[src/rtl/iot_event_sequencer_if.sv]
// Start/target request and change/on_off event bundle for iot_event_sequencer.
// IOT_EVENT_SEQ_ABORT_EN adds the abort request line.
interface iot_event_sequencer_if #(
  parameter int unsigned WIDTH = 8
);
  logic             start;
  logic [WIDTH-1:0] target;
  logic             change;
  logic             on_off;
  logic [WIDTH-1:0] count;
  logic             busy;
  logic             done;
`ifdef IOT_EVENT_SEQ_ABORT_EN
  logic             abort;

  modport master (output start, target, abort,
                  input  change, on_off, count, busy, done);
  modport slave  (input  start, target, abort,
                  output change, on_off, count, busy, done);
`else
  modport master (output start, target,
                  input  change, on_off, count, busy, done);
  modport slave  (input  start, target,
                  output change, on_off, count, busy, done);
`endif
endinterface

[src/rtl/iot_event_sequencer.sv]
// Emits one-cycle on/off device events stepping a shadow count toward a latched target.
// Optional abort input enabled by defining IOT_EVENT_SEQ_ABORT_EN.
module iot_event_sequencer #(
  parameter int unsigned WIDTH = 8,
  parameter int unsigned GAP   = 0
) (
  input  logic                  clk,
  input  logic                  rst,
  iot_event_sequencer_if.slave  bus
);

  typedef enum logic [1:0] {S_IDLE, S_STEP, S_WAIT, S_DONE} state_e;

  localparam bit         HasGap  = (GAP > 0);
  localparam logic [7:0] GapLast = HasGap ? 8'(GAP - 1) : 8'd0;

  state_e           state_q, state_d;
  logic [WIDTH-1:0] tgt_q, tgt_d;
  logic [WIDTH-1:0] count_q, count_d;
  logic [7:0]       gap_q, gap_d;
  logic             change_q, change_d;
  logic             on_off_q, on_off_d;
  logic             busy_q, busy_d;
  logic             done_q, done_d;

  logic             abort_w;
  logic             step_up;
  logic [WIDTH-1:0] step_cnt;

`ifdef IOT_EVENT_SEQ_ABORT_EN
  assign abort_w = bus.abort;
`else
  assign abort_w = 1'b0;
`endif

  // Direction is decided from the count before this step's update.
  assign step_up  = (tgt_q > count_q);
  assign step_cnt = step_up ? count_q + WIDTH'(1) : count_q - WIDTH'(1);

  always_ff @(posedge clk) begin
    if (!rst) begin
      state_q  <= S_IDLE;
      tgt_q    <= '0;
      count_q  <= '0;
      gap_q    <= '0;
      change_q <= 1'b0;
      on_off_q <= 1'b0;
      busy_q   <= 1'b0;
      done_q   <= 1'b0;
    end else begin
      state_q  <= state_d;
      tgt_q    <= tgt_d;
      count_q  <= count_d;
      gap_q    <= gap_d;
      change_q <= change_d;
      on_off_q <= on_off_d;
      busy_q   <= busy_d;
      done_q   <= done_d;
    end
  end

  always_comb begin
    state_d = state_q;
    tgt_d   = tgt_q;
    gap_d   = gap_q;
    unique case (state_q)
      S_IDLE: begin
        if (bus.start) begin
          tgt_d   = bus.target;
          state_d = (bus.target == count_q) ? S_DONE : S_STEP;
        end
      end
      S_STEP: begin
        if (abort_w || step_cnt == tgt_q) begin
          state_d = S_DONE;
        end else if (HasGap) begin
          state_d = S_WAIT;
          gap_d   = GapLast;
        end
      end
      S_WAIT: begin
        if (abort_w)          state_d = S_DONE;
        else if (gap_q == '0) state_d = S_STEP;
        else                  gap_d   = gap_q - 8'd1;
      end
      S_DONE:  state_d = S_IDLE;
      default: state_d = S_IDLE;
    endcase
  end

  always_comb begin
    change_d = 1'b0;
    on_off_d = on_off_q;
    count_d  = count_q;
    busy_d   = busy_q;
    done_d   = 1'b0;
    unique case (state_q)
      S_IDLE: if (bus.start) busy_d = 1'b1;
      S_STEP: begin
        if (!abort_w) begin
          change_d = 1'b1;
          on_off_d = step_up;
          count_d  = step_cnt;
        end
      end
      S_DONE: begin
        busy_d = 1'b0;
        done_d = 1'b1;
      end
      default: ;
    endcase
  end

  assign bus.change = change_q;
  assign bus.on_off = on_off_q;
  assign bus.count  = count_q;
  assign bus.busy   = busy_q;
  assign bus.done   = done_q;

endmodule
[src/flat_wrapper.sv]
// flat-port wrapper written by rule: the top's interface ports become plain ports
module iot_event_sequencer_flat 
#(
  parameter int unsigned WIDTH = 8,
  parameter int unsigned GAP   = 0
)
  (clk, rst, bus_start, bus_target, bus_change, bus_on_off, bus_count, bus_busy, bus_done);
  iot_event_sequencer_if #(.WIDTH(WIDTH)) bus_i ();
  input  logic clk;
  input  logic rst;
  input wire logic [$bits(bus_i.start)-1:0] bus_start;
  input wire logic [$bits(bus_i.target)-1:0] bus_target;
  output wire logic [$bits(bus_i.change)-1:0] bus_change;
  output wire logic [$bits(bus_i.on_off)-1:0] bus_on_off;
  output wire logic [$bits(bus_i.count)-1:0] bus_count;
  output wire logic [$bits(bus_i.busy)-1:0] bus_busy;
  output wire logic [$bits(bus_i.done)-1:0] bus_done;
  assign bus_i.start = bus_start;
  assign bus_i.target = bus_target;
  assign bus_change = bus_i.change;
  assign bus_on_off = bus_i.on_off;
  assign bus_count = bus_i.count;
  assign bus_busy = bus_i.busy;
  assign bus_done = bus_i.done;
  iot_event_sequencer #(.WIDTH(WIDTH), .GAP(GAP)) u_core (.clk(clk), .rst(rst), .bus(bus_i));
endmodule
[config.mk]
export PLATFORM = sky130hd
export DESIGN_NAME = iot_event_sequencer_flat
export DESIGN_NICKNAME = d
export VERILOG_FILES = /design/src/rtl/iot_event_sequencer_if.sv /design/src/rtl/iot_event_sequencer.sv /design/src/flat_wrapper.sv
export SDC_FILE = /design/constraint.sdc
export NUM_CORES = 1
export LEC_CHECK = 0
export CAP_MARGIN = 20
export CORE_MARGIN = 5
export CORE_UTILIZATION = 45
export CTS_CLUSTER_SIZE = 20
export DETAILED_ROUTE_END_ITERATION = 8
export PLACE_DENSITY = 0.78
export SLEW_MARGIN = 20
export SYNTH_ARGS = -nofsm -noshare
export SYNTH_HDL_FRONTEND = slang
export SYNTH_SLANG_ARGS = --single-unit
[constraint.sdc]
create_clock -name clk -period 8.75 [get_ports clk]
set_input_delay 2.625 -clock clk [delete_from_list [all_inputs] [get_ports clk]]
set_output_delay 2.625 -clock clk [all_outputs]
set_load 0.05 [all_outputs]
==> results of run 1 <==
worst paths after layout:
| kind | startpoint | end | slack (ns) | cells past startpoint |
|---|---|---|---|---|
| worst max-delay path | u_core.bus.count[2]$_SDFFE_PN0P_ | bus_count[2] | 4.53 | 1 |
| worst min-delay path | u_core.bus.on_off$_SDFFE_PN0P_ | u_core.bus.on_off$_SDFFE_PN0P_ | 0.50 | 2 |
| worst max register to register | u_core.bus.count[1]$_SDFFE_PN0P_ | u_core.bus.count[7]$_SDFFE_PN0P_ | 5.11 | 15 |
| worst min register to register | u_core.bus.on_off$_SDFFE_PN0P_ | u_core.bus.on_off$_SDFFE_PN0P_ | 0.50 | 2 |
sequential cells by signal (all words and copies together), names as in the netlist:
name	flops
u_core.bus.done	1
u_core.bus.count	8
u_core.bus.on_off	1
u_core.bus.change	1
u_core.state_q	2
u_core.gap_q	8
u_core.tgt_q	8
u_core.bus.busy	1
metal layers:
metal / track usage [%] / up-vias / part of all wire, %
met5: 0 / - / 0
met4: 4.94 / 0 / 1.9
met3: 5.21 / 7 / 4.2
met2: 25.6 / 26 / 46
met1: 20.4 / 710 / 48
li1: - / 800 / -
power by group through the flow:
stage / Sequential (mW) / Combinational [mW] / Clock [mW]
floorplan: 0.237 / 0.413 / 0
global placement: 0.191 / 0.566 / 0
detailed placement: 0.191 / 0.578 / 0
CTS: 0.189 / 0.583 / 0.121
global route: 0.192 / 0.634 / 0.127
finish: 0.189 / 0.584 / 0.119
cell usage in the layout (no fill, tap or decap), types with 8 or more instances in the layout:
cell type / instances
nand2_1: 8
a21oi_1: 16
clkdlybuf4s50_1: 22
mux2i_1: 9
dfxtp_1: 30
ha_1: 17
inv_1: 14
xnor2_1: 12
nor2_1: 34
xor2_1: 14
cells in the mapped netlist (all sizes together):
| cell | number | share of area [%] |
|---|---|---|
| o21ai | 7 | 1.9 |
| o21a | 4 | 1.6 |
| nand2 | 9 | 1.9 |
| nor3 | 5 | 1.3 |
| nor3b | 2 | 1.4 |
| nor2b | 5 | 1.7 |
| and4bb | 1 | 0.86 |
| clkinv | 1 | 0.20 |
| xor2 | 14 | 6.5 |
| inv | 14 | 2.8 |
| ha | 17 | 11 |
| fa | 1 | 1.1 |
| clkbuf | 4 | 0.79 |
| o31a | 1 | 0.46 |
| a22oi | 1 | 0.40 |
| a21oi | 16 | 4.2 |
| xnor3 | 1 | 1.2 |
| a211oi | 2 | 1.1 |
| a31oi | 1 | 0.66 |
| buf | 1 | 0.26 |
| nand4b | 1 | 0.46 |
| o211ai | 3 | 1.5 |
| mux2i | 9 | 4.8 |
| nor4 | 4 | 1.7 |
| or4b | 1 | 0.53 |
| nand4 | 3 | 0.99 |
| xnor2 | 12 | 5.6 |
| o41ai | 1 | 0.46 |
| a211o | 1 | 0.46 |
| or3 | 3 | 0.99 |
| nor2 | 34 | 6.7 |
| and2 | 1 | 0.33 |
| nand3 | 3 | 0.79 |
| nand2b | 2 | 0.66 |
| a21o | 1 | 0.40 |
| dfxtp | 30 | 32 |
| and3 | 2 | 0.66 |
worst reg2reg max path, stage by stage (launching register included):
cell and delay, ns:
dfxtp_1 0.43, inv_1 0.11, ha_1 0.30, nor2b_1 0.14, o211ai_1 0.09, a21o_1 0.17
a31oi_2 0.34, inv_1 0.23, ha_1 0.32, and3_1 0.19, a211oi_2 0.31, o211ai_1 0.16
o211ai_2 0.15, xnor2_1 0.12, or3_1 0.32, a21oi_1 0.16
stage by stage:
| step | hold slack, ns | util [%] |
|---|---|---|
| finish | 0.505 | 56.0 |
| global route | 0.551 | 56.0 |
| CTS | 0.514 | 56.0 |
| detailed placement | 0.497 | 53.6 |
| global placement | 0.479 | 53.6 |
| floorplan | 0.472 | - |
kinds of logic (layout without fill, tap and decap cells):
group | Yosys count | in the layout | synth area share [%]
compound gates | 38 | 38 | 13.0
xor+xnor | 27 | 27 | 13.2
fa+ha+maj | 18 | 18 | 12.3
buf+inv | 20 | 45 | 4.03
flops | 30 | 30 | 31.7
mux | 9 | 9 | 4.76
simple gates | 76 | 76 | 21.0
cell type report:
type                            count  area, um^2
Clock buffer                        6        82.6
Clock inverter                      2        12.5
Fill cell                         389        1770
Inverter                           15        56.3
Multi-Input combinational cell    168        1220
Sequential cell                    30         601
Tap cell                           50        62.6
Timing Repair Buffer               22         220
==> results.tsv, run 1 <==
metric	value	unit
post_cts_buffers	0	
preCtsSetupSlack	4.42	ns
max_freq	0.237	GHz
clock-sinks	30	
cts-resized-gates	0	
setup_viol	0	
syn_avg_cell_area	8.68	um^2
num_io_pins	23	
fin_nets	271	
grt_pass1_vias	1485	
powerDensity	395	nW/um^2
cp-start-kind	flip-flop	
max_stage_delay	0.85	ns
grt_first_pass_wirelength	6890	um
critPathKind	flip-flop to primary output	
total_power	0.892	mW
finalSetupTns	0	ns
cts_root_buffer	clkbuf_8	
routabilityCongestion	0.845	
rsz0062_at_grt	false	
cp.buffers_inverters	1	
die_h	74.9	um
comb_power_share	65.5	%
cts_htree_levels	2	
dieArea	5600	um^2
required	6.12	ns
wl_per_cell	14.1	um
fin_skew	0.00674	ns
p_leak	0.898	nW
clk_pin_slew	0.06	ns
cp_max_fo	6	
post-route-min-period	4.22	ns
overflow	0	
status	finished clean	
drt_wl_total	4130	um
critical_path.cell_chain	clkdlybuf4s50_1	
intPower	0.475	mW
synthDistinctLibCells	42	
hold_path.class	flip-flop to flip-flop	
first_pass_iters	4	
hold_buffers	0	
cts_buffers	5	
routed_via_density	5.27	
dp_hpwl	3050	um
critPathTopFamily	buffers and inverters	
drv_cap	0	
hold_viol	0	
dp.cells	285	
grt_usage	16.0	%
slew_headroom	39.8	%
swShare	46.7	%
antenna_found_initial	0	
seqPwrFrac	21.1	%
yosys_register_bits	30	
dpl-instance-area	2160	um^2
numPortBuffers	22	
final-max-slew-violation-count	0	
endpoint_kind	primary output	
worstPathArrival	1.60	ns
peakVddDrop	227	uV
core	4030	um^2
vias	1543	
switchingPower	0.417	mW
grt_max_degree	28	
first_iter_violations	70	
start_util	47.0	%
stdcell_area	2260	um^2
ys_seq_area_share	31.7	%
drive_gt1_share	7.00	%
insertion_delay	0.29	ns
fin_crit_sh	48.2	%
synthCells	218	
fin_ws	4.53	ns
die_w	74.9	um
share_clk_of_total_power	13.3	%
worstMarginPinSlew	0.899	ns
num_antenna_cells	0	
rows	23	
area_delta_synth_final	19.2	%
tritoncts	built	
post-route-drc-count	0	
finalNonFillerCells	293	
ys.warnings.count	0	
crit_path_top_delay_cell	clkdlybuf4s50_1	
syn_area	1890	um^2
clock_path_buffers	2	
ant_nets	0	
synthesis.nets	247	
(Power assumes the default switching activity.)
==> run 2: changes to the inputs <==
Settings changed: PLACE_DENSITY 0.78 to 0.8.
Clock period 8.75 ns to 3.6 ns, I/O delays scaled along.
==> results.tsv, run 2 (synthesis gave the netlist of run 1 again) <==
metric	value	unit
hold_path.class	flip-flop to flip-flop	
dp.cells	291	
setup_viol	0	
powerDensity	1020	nW/um^2
hold_buffers	0	
final-max-slew-violation-count	0	
overflow	0	
r2r-start	u_core.bus.count[7]$_SDFFE_PN0P_	
antenna_found_initial	0	
max_freq	0.300	GHz
first_iter_violations	57	
worstMarginPinSlew	0.692	ns
peakVddDrop	540	uV
clock_path_buffers	2	
timing.rr.end	u_core.bus.count[7]$_SDFFE_PN0P_	
intPower	1.34	mW
gr-max-usage-layer	met2	
min-delay-start	u_core.bus.on_off$_SDFFE_PN0P_	
clk_pin_slew	0.06	ns
seqPwrFrac	18.1	%
die_w	74.9	um
dieArea	5600	um^2
mostFrequentLayoutCell	nor2_1	
cp_max_fo	7	
area_delta_synth_final	24.6	%
die_h	74.9	um
fin_nets	277	
grt_first_pass_wirelength	7150	um
met3_usage	4.27	%
post_cts_buffers	0	
insertion_delay	0.29	ns
first_pass_iters	4	
grt_usage	17.1	%
fin_crit_sh	92.5	%
fin_skew	0.00659	ns
swShare	44.2	%
post-route-drc-count	0	
dp_hpwl	3150	um
whs	0.514	ns
core	4030	um^2
worstPathArrival	3.55	ns
grtUsageMet2	26.2	%
drv_cap	0	
share_clk_of_total_power	18.1	%
comb_power_share	63.8	%
final_core_utilization	58.5	%
rows	23	
numPortBuffers	22	
cts_htree_levels	2	
routabilityCongestion	0.872	
num_antenna_cells	0	
cts_buffers	5	
vias	1603	
fin_ws	0.271	ns
worstHoldPathCells	2	
grt_pass1_vias	1551	
r2r_setup_slack	0.27	ns
cp-start-kind	flip-flop	
slew_headroom	53.9	%
endpoint_kind	flip-flop	
switchingPower	1.06	mW
start_util	47.0	%
drive_gt1_share	10.0	%
p_leak	0.954	nW
critPathKind	flip-flop to flip-flop	
required	3.82	ns
hold_viol	0	
drt_wl_total	4420	um
num_io_pins	23	
preCtsSetupSlack	0.118	ns
tritoncts	built	
grt_max_degree	19	
finalNonFillerCells	299	
ant_nets	0	
routed_via_density	5.36	
wl_per_cell	14.8	um
post-route-min-period	3.33	ns
holdPathEnd	u_core.bus.on_off$_SDFFE_PN0P_	
clock-sinks	30	
rsz0062_at_grt	false	
worst-r2r-cell-count	14	
final_cell_mix	nor2_1, dfxtp_1, clkdlybuf4s50_1	
status	finished clean	
cts_root_buffer	clkbuf_8	
met1_usage	21.9	%
finalSetupTns	0	ns
-- run 2: routing by layer --
metal | share of wire [%] | vias up
met1 | 46 | 740
met3 | 5.5 | 10
li1 | - | 805
met2 | 45 | 48
met4 | 2.8 | 0
met5 | 0 | -
-- run 2: layout make-up --
cell class / instances / area [um^2]
fillers: 360 / 1670
clock buffers: 6 / 82.6
inverters: 15 / 56.3
multi-input cells: 168 / 1230
clock inverters: 2 / 60.1
flip-flops and latches: 30 / 602
repair buffers: 28 / 265
well taps: 50 / 62.6
-- run 2: worst max path at each step --
| stage | startpoint | endpoint | slack, ns | cells past startpoint |
|---|---|---|---|---|
| floorplan | u_core.bus.count[1]$_SDFFE_PN0P_ | u_core.bus.count[7]$_SDFFE_PN0P_ | 0.06 | 15 |
| global placement | u_core.bus.count[1]$_SDFFE_PN0P_ | u_core.state_q[1]$_SDFFE_PN0P_ | 0.28 | 15 |
| detailed placement | u_core.bus.count[1]$_SDFFE_PN0P_ | u_core.bus.count[7]$_SDFFE_PN0P_ | 0.12 | 15 |
| CTS | u_core.bus.count[1]$_SDFFE_PN0P_ | u_core.bus.count[7]$_SDFFE_PN0P_ | 0.05 | 15 |
| global route | u_core.bus.count[7]$_SDFFE_PN0P_ | u_core.bus.count[7]$_SDFFE_PN0P_ | 0.06 | 14 |
| finish | u_core.bus.count[7]$_SDFFE_PN0P_ | u_core.bus.count[7]$_SDFFE_PN0P_ | 0.27 | 14 |
-- run 2: power groups by stage --
stage	combinational, mW	sequential, mW	clock, mW
2_1_floorplan	1.00	0.577	0
3_3_place_gp	1.44	0.436	0
3_5_place_dp	1.46	0.438	0
4_1_cts	1.50	0.432	0.441
5_1_grt	1.65	0.441	0.458
6_report	1.53	0.434	0.435
-- run 2: stage by stage --
step	power (mW)	area, um^2
4_1_cts	2.37	2350
3_3_place_gp	1.88	2210
3_5_place_dp	1.90	2210
2_1_floorplan	1.58	1890
6_report	2.40	2360
5_1_grt	2.55	2360
-- run 2: timing repair --
item                       CTS  global route
gates resized for setup      0             3
hold endpoints to repair     0             0
setup endpoints to repair    0             4
-- run 2: worst max-delay path: stages (launching register included) --
cell and delay, ns:
dfxtp_1 0.43, inv_1 0.07, ha_1 0.32, nand4_1 0.19
a21o_1 0.23, a31oi_4 0.28, inv_2 0.14, ha_1 0.30
and3_1 0.19, a211oi_2 0.27, o211ai_1 0.15, o211ai_2 0.12
xnor2_1 0.11, or3_1 0.31, a21oi_1 0.14
